**src/rtl/zjh_74hc595.sv**
```systemverilog
// zjh_74hc595: serial-in shift register with a parallel storage register.
// It tracks how full the register is, and sets a sticky overflow flag when
// bits are shifted in past a full register.
// The optional parity output Par is enabled by defining ZJH_595_PARITY_EN.
module zjh_74hc595 #(
  parameter int WIDTH = 8
) (
  input  logic             Clk,
  input  logic             Rd,
  input  logic             Ds,
  input  logic             Sh,
  input  logic             Ld,
  input  logic             Mr,
  output logic [WIDTH-1:0] Q,
  output logic             Q7s,
  output logic             Full,
  output logic             Ovf
`ifdef ZJH_595_PARITY_EN
  ,
  output logic             Par
`endif
);

  localparam int CW = $clog2(WIDTH + 1);
  localparam logic [CW-1:0] CNT_ZERO = '0;
  localparam logic [CW-1:0] CNT_ONE  = CW'(1);
  localparam logic [CW-1:0] CNT_FULL = CW'(WIDTH);

  typedef enum logic [1:0] {
    ST_EMPTY   = 2'd0,
    ST_FILLING = 2'd1,
    ST_FULL    = 2'd2
  } fill_t;

  fill_t            state_q, state_d;
  logic [WIDTH-1:0] sr_q, sr_d;
  logic [WIDTH-1:0] st_q, st_d;
  logic [CW-1:0]    cnt_q, cnt_d;
  logic             ovf_q, ovf_d;

  // Next-state logic. Storage always samples the pre-edge shift register.
  // Mr wins over both shifting and the counter effect of Ld.
  always_comb begin
    sr_d    = sr_q;
    st_d    = st_q;
    cnt_d   = cnt_q;
    ovf_d   = ovf_q;
    state_d = state_q;

    if (Ld) begin
      st_d = sr_q;
    end

    if (Mr) begin
      sr_d  = '0;
      cnt_d = CNT_ZERO;
      ovf_d = 1'b0;
    end else begin
      if (Sh) begin
        sr_d = {sr_q[WIDTH-2:0], Ds};
      end
      if (Ld) begin
        // A bit shifted in on the load edge is the first bit of the next word.
        cnt_d = Sh ? CNT_ONE : CNT_ZERO;
        ovf_d = 1'b0;
      end else if (Sh) begin
        if (state_q == ST_FULL) begin
          ovf_d = 1'b1;
        end else begin
          cnt_d = cnt_q + CNT_ONE;
        end
      end
    end

    if (cnt_d == CNT_ZERO) begin
      state_d = ST_EMPTY;
    end else if (cnt_d == CNT_FULL) begin
      state_d = ST_FULL;
    end else begin
      state_d = ST_FILLING;
    end
  end

  // State registers. The asynchronous reset discards any partial fill.
  always_ff @(posedge Clk or posedge Rd) begin
    if (Rd) begin
      sr_q    <= '0;
      st_q    <= '0;
      cnt_q   <= CNT_ZERO;
      ovf_q   <= 1'b0;
      state_q <= ST_EMPTY;
    end else begin
      sr_q    <= sr_d;
      st_q    <= st_d;
      cnt_q   <= cnt_d;
      ovf_q   <= ovf_d;
      state_q <= state_d;
    end
  end

  assign Q    = st_q;
  assign Q7s  = sr_q[WIDTH-1];
  assign Full = (state_q == ST_FULL);
  assign Ovf  = ovf_q;

`ifdef ZJH_595_PARITY_EN
  logic par_q, par_d;

  // Parity follows the storage register, so it changes on the same edge.
  always_comb begin
    par_d = ^st_d;
  end

  // Parity register, cleared together with the storage register.
  always_ff @(posedge Clk or posedge Rd) begin
    if (Rd) begin
      par_q <= 1'b0;
    end else begin
      par_q <= par_d;
    end
  end

  assign Par = par_q;
`endif

endmodule

```
**config.mk**
```make
export PLATFORM = sky130hd
export DESIGN_NAME = zjh_74hc595
export DESIGN_NICKNAME = d
export VERILOG_FILES = /design/src/rtl/zjh_74hc595.sv
export SDC_FILE = /design/constraint.sdc
export NUM_CORES = 1
export LEC_CHECK = 0
export ABC_CLOCK_PERIOD_IN_PS = 1100
export CORE_ASPECT_RATIO = 0.75
export CORE_MARGIN = 2
export CORE_UTILIZATION = 45
export DETAILED_ROUTE_END_ITERATION = 16
export GPL_TIMING_DRIVEN = 1
export HOLD_SLACK_MARGIN = 0.02
export PLACE_DENSITY = 0.72
export SETUP_SLACK_MARGIN = 0.15
export SKIP_LAST_GASP = 1
export SLEW_MARGIN = 20
export SYNTH_ARGS = -nofsm -noshare
export SYNTH_HDL_FRONTEND = slang
export SYNTH_SLANG_ARGS = --single-unit
```
**constraint.sdc**
```tcl
create_clock -name Clk -period 1.1 [get_ports Clk]
set_input_delay 0.22 -clock Clk [delete_from_list [all_inputs] [get_ports Clk]]
set_output_delay 0.22 -clock Clk [all_outputs]
set_load 0.03 [all_outputs]
```
==> impl_metrics.toml <==
[synth]
synthTopCellsByArea = "dfrtp_1, mux2i_1, mux2_1, nor2_1, mux2_2"
synthCells = 79
netlist_area_um2 = 972.2
synth_cell_types = 21
syn_nets = 86
avgSynthCellArea_um2 = 12.31
ys_ff_latch = 23
yosysWarnings = 0
synth-seq-area-share = 0.5920
yosys.area.top_type = "dfrtp_1"
yosysTopAreaCellShare = 0.5920

[clock_network]
clkLatencyLatePin_ns = 0.31
hold_buffers = 0
ctsRootBufferMaster = "clkbuf_4"
cts_max_path_buffers = 2
cts_tree = "yes"
htreeDepth = 1
tritoncts.num_buffers = 3
cts_sinks = 23
cts.clk_slew.worst_paths_ns = 0.12

[timing]
hold_viol_final = 0
relSlewSlack = 0.8192
worst_pin_slew_ns = 0.2636
fmax_mhz = 740.9
period_needed_ns = 1.350
rsz0062_at_grt = "true"
drv_slew = 0
hold_ws_ns = 0.2146
setup_ws_ns = -0.2497
setup_violations = 8
period_share = 1.227
fin_skew_ns = 0.008536

[routing]
vias_per_cell = 5.317
firstDrtPassIters = 4
num_vias = 739
ant_nets = 0
dr.first_iter.drc_count = 32
finalWirelength_mm = 2.184
avgRoutedWirePerCell_um = 15.71
drcViolationCount = 0

[setup_path]
end_kind = "output pin"
crit_type = "reg -> out"
crit_slowest_cell = "dfrtp_1"
worstPathMaxFanout = 3
crit_path_max_incr_delay_ns = 0.42
arrival_ns = 1.13
cpMostUsedCell = "buf_6"
cp-start-kind = "flop"
cp_num_buf_inv = 3
r2r_slack_ns = -0.23
worstPathRequired_ns = 0.88
cp_top_family = "flip-flops"
crit_chain = "nand2b_4 > clkinv_4 > buf_6 > buf_6"

[die]
fp.dieW_um = 57.67
initial_utilization = 0.4784
pin_count = 17
rows = 14
dieHeight_um = 44.26
fp.dieArea_um2 = 2552
core_area_um2 = 2032

[placement]
post_dp_cell_area_um2 = 1246
port_buffers = 16
dp_hpwl_mm = 1.391
routabilityCongestion = 0.8288
dp.cells = 127

[global_routing]
antenna_found_initial = 0
grt_pass1_vias = 800
grt_max_degree = 24
grt_pass1_wl_mm = 3.691
grtUsageTotal = 0.1938
grt_overflow_total = 0

[layout]
design_area_um2 = 1450
layout_commonest_cell = "dfrtp_1"
layout.cells.non_filler = 139
drive_gt1_frac = 0.4087
n_antenna_cell = 0
area_growth_pct = 49.16
finalNetCount = 123
fin_util = 0.7137
final_cell_mix = "dfrtp_1, buf_6, nor2_1"

[worst_hold_path]
hp-class = "in -> async"

[job]
cap_viol_max_count = 0

[run_status]
violations = "negative setup slack"
status = "complete, but fails checks"

[pwr]
powerDensity_nw_per_um2 = 998.5
irDropWorstVdd_uv = 976.4
p_total_mw = 1.448
p_leak_nw = 0.7275
## registers in the layout, summed over array words and instances (netlist names)
| signal | cells |
|---|---|
| Ovf | 1 |
| state_q | 2 |
| Q | 8 |
| cnt_q | 4 |
| sr_q | 8 |
## worst min-delay path, cell delays in order
cell,delay (ns)
clkdlybuf4s50_1,0.39
inv_1,0.09
buf_12,0.18
## power breakdown
part / switching (mW) / internal [mW] / total (mW)
sequential: 0.0132 / 0.861 / 0.875
combinational: 0.0948 / 0.0948 / 0.190
clock: 0.242 / 0.142 / 0.384
## final cells by class
cell class | count | area (um^2)
tap | 24 | 30.03
timing repair buffer | 35 | 357.8
clock buffer | 4 | 26.28
sequential | 23 | 575.6
fill | 138 | 581.8
multi-input combinational | 50 | 444.2
inverter | 3 | 16.27
## stage by stage
stage	TNS, ns	setup slack (ns)
after floorplan	-0.07182	-0.05300
after global placement	-5.537	-0.2878
after detailed placement	-6.261	-0.3699
after CTS	-1.000	-0.2539
after global routing	-1.921	-0.3087
final	-1.355	-0.2497
## routing by layer
metal  up-vias  share of wire  GRT usage  wire length, um
li1        335              -          -                -
met1       372           0.42     0.2447              918
met2        25           0.50     0.3386             1092
met3         7          0.062    0.05263              135
met4         0          0.017    0.04186               38
met5         -              0          0                0
## cells by family after synthesis
group | after synthesis | share of synthesized area
compound gates | 5 | 0.03346
buf+inv | 6 | 0.02574
fa+ha+maj | 1 | 0.01287
flops | 23 | 0.5920
xor+xnor | 3 | 0.02703
mux | 17 | 0.1853
simple gates | 24 | 0.1235
## final timing paths
| check | startpoint | end | depth (start not counted) |
|---|---|---|---|
| worst max-delay path | state_q[1]$_DFF_PP0_ | Full | 4 |
| min in group Clk | Ld | state_q[0]$_DFF_PP0_ | 3 |
| worst max register to register | state_q[0]$_DFF_PP0_ | state_q[1]$_DFF_PP0_ | 6 |
| max in group asynchronous | Rd | cnt_q[1]$_DFF_PP0_ | 3 |
| worst min-delay path | Rd | sr_q[1]$_DFFE_PP0P_ | 3 |
| worst min register to register | Q[3]$_DFFE_PP0P_ | Q[3]$_DFFE_PP0P_ | 1 |
## what timing repair did
action,4_1_cts,5_1_grt
setup endpoints to repair,33,18
pin swaps,5,6
gates cloned,0,0
resized for setup,21,8
setup buffers,5,3
## cells in the mapped netlist
| cell | instances |
|---|---|
| dfrtp_1 | 23 |
| nor2_1 | 15 |
| mux2i_1 | 9 |
| mux2_1 | 5 |
| mux2_2 | 3 |
| nand3_1 | 3 |
| xor2_1 | 3 |
| a21oi_1 | 2 |
| buf_2 | 2 |
| inv_1 | 2 |
| nand2_1 | 2 |
| a32oi_1 | 1 |
| and3_1 | 1 |
| clkbuf_1 | 1 |
| ha_1 | 1 |
| inv_2 | 1 |
| nand2b_4 | 1 |
| nor4b_2 | 1 |
| o21ai_1 | 1 |
| o2bb2ai_1 | 1 |
| or2_1 | 1 |
No activity file was read; power rests on OpenSTA's default activity.
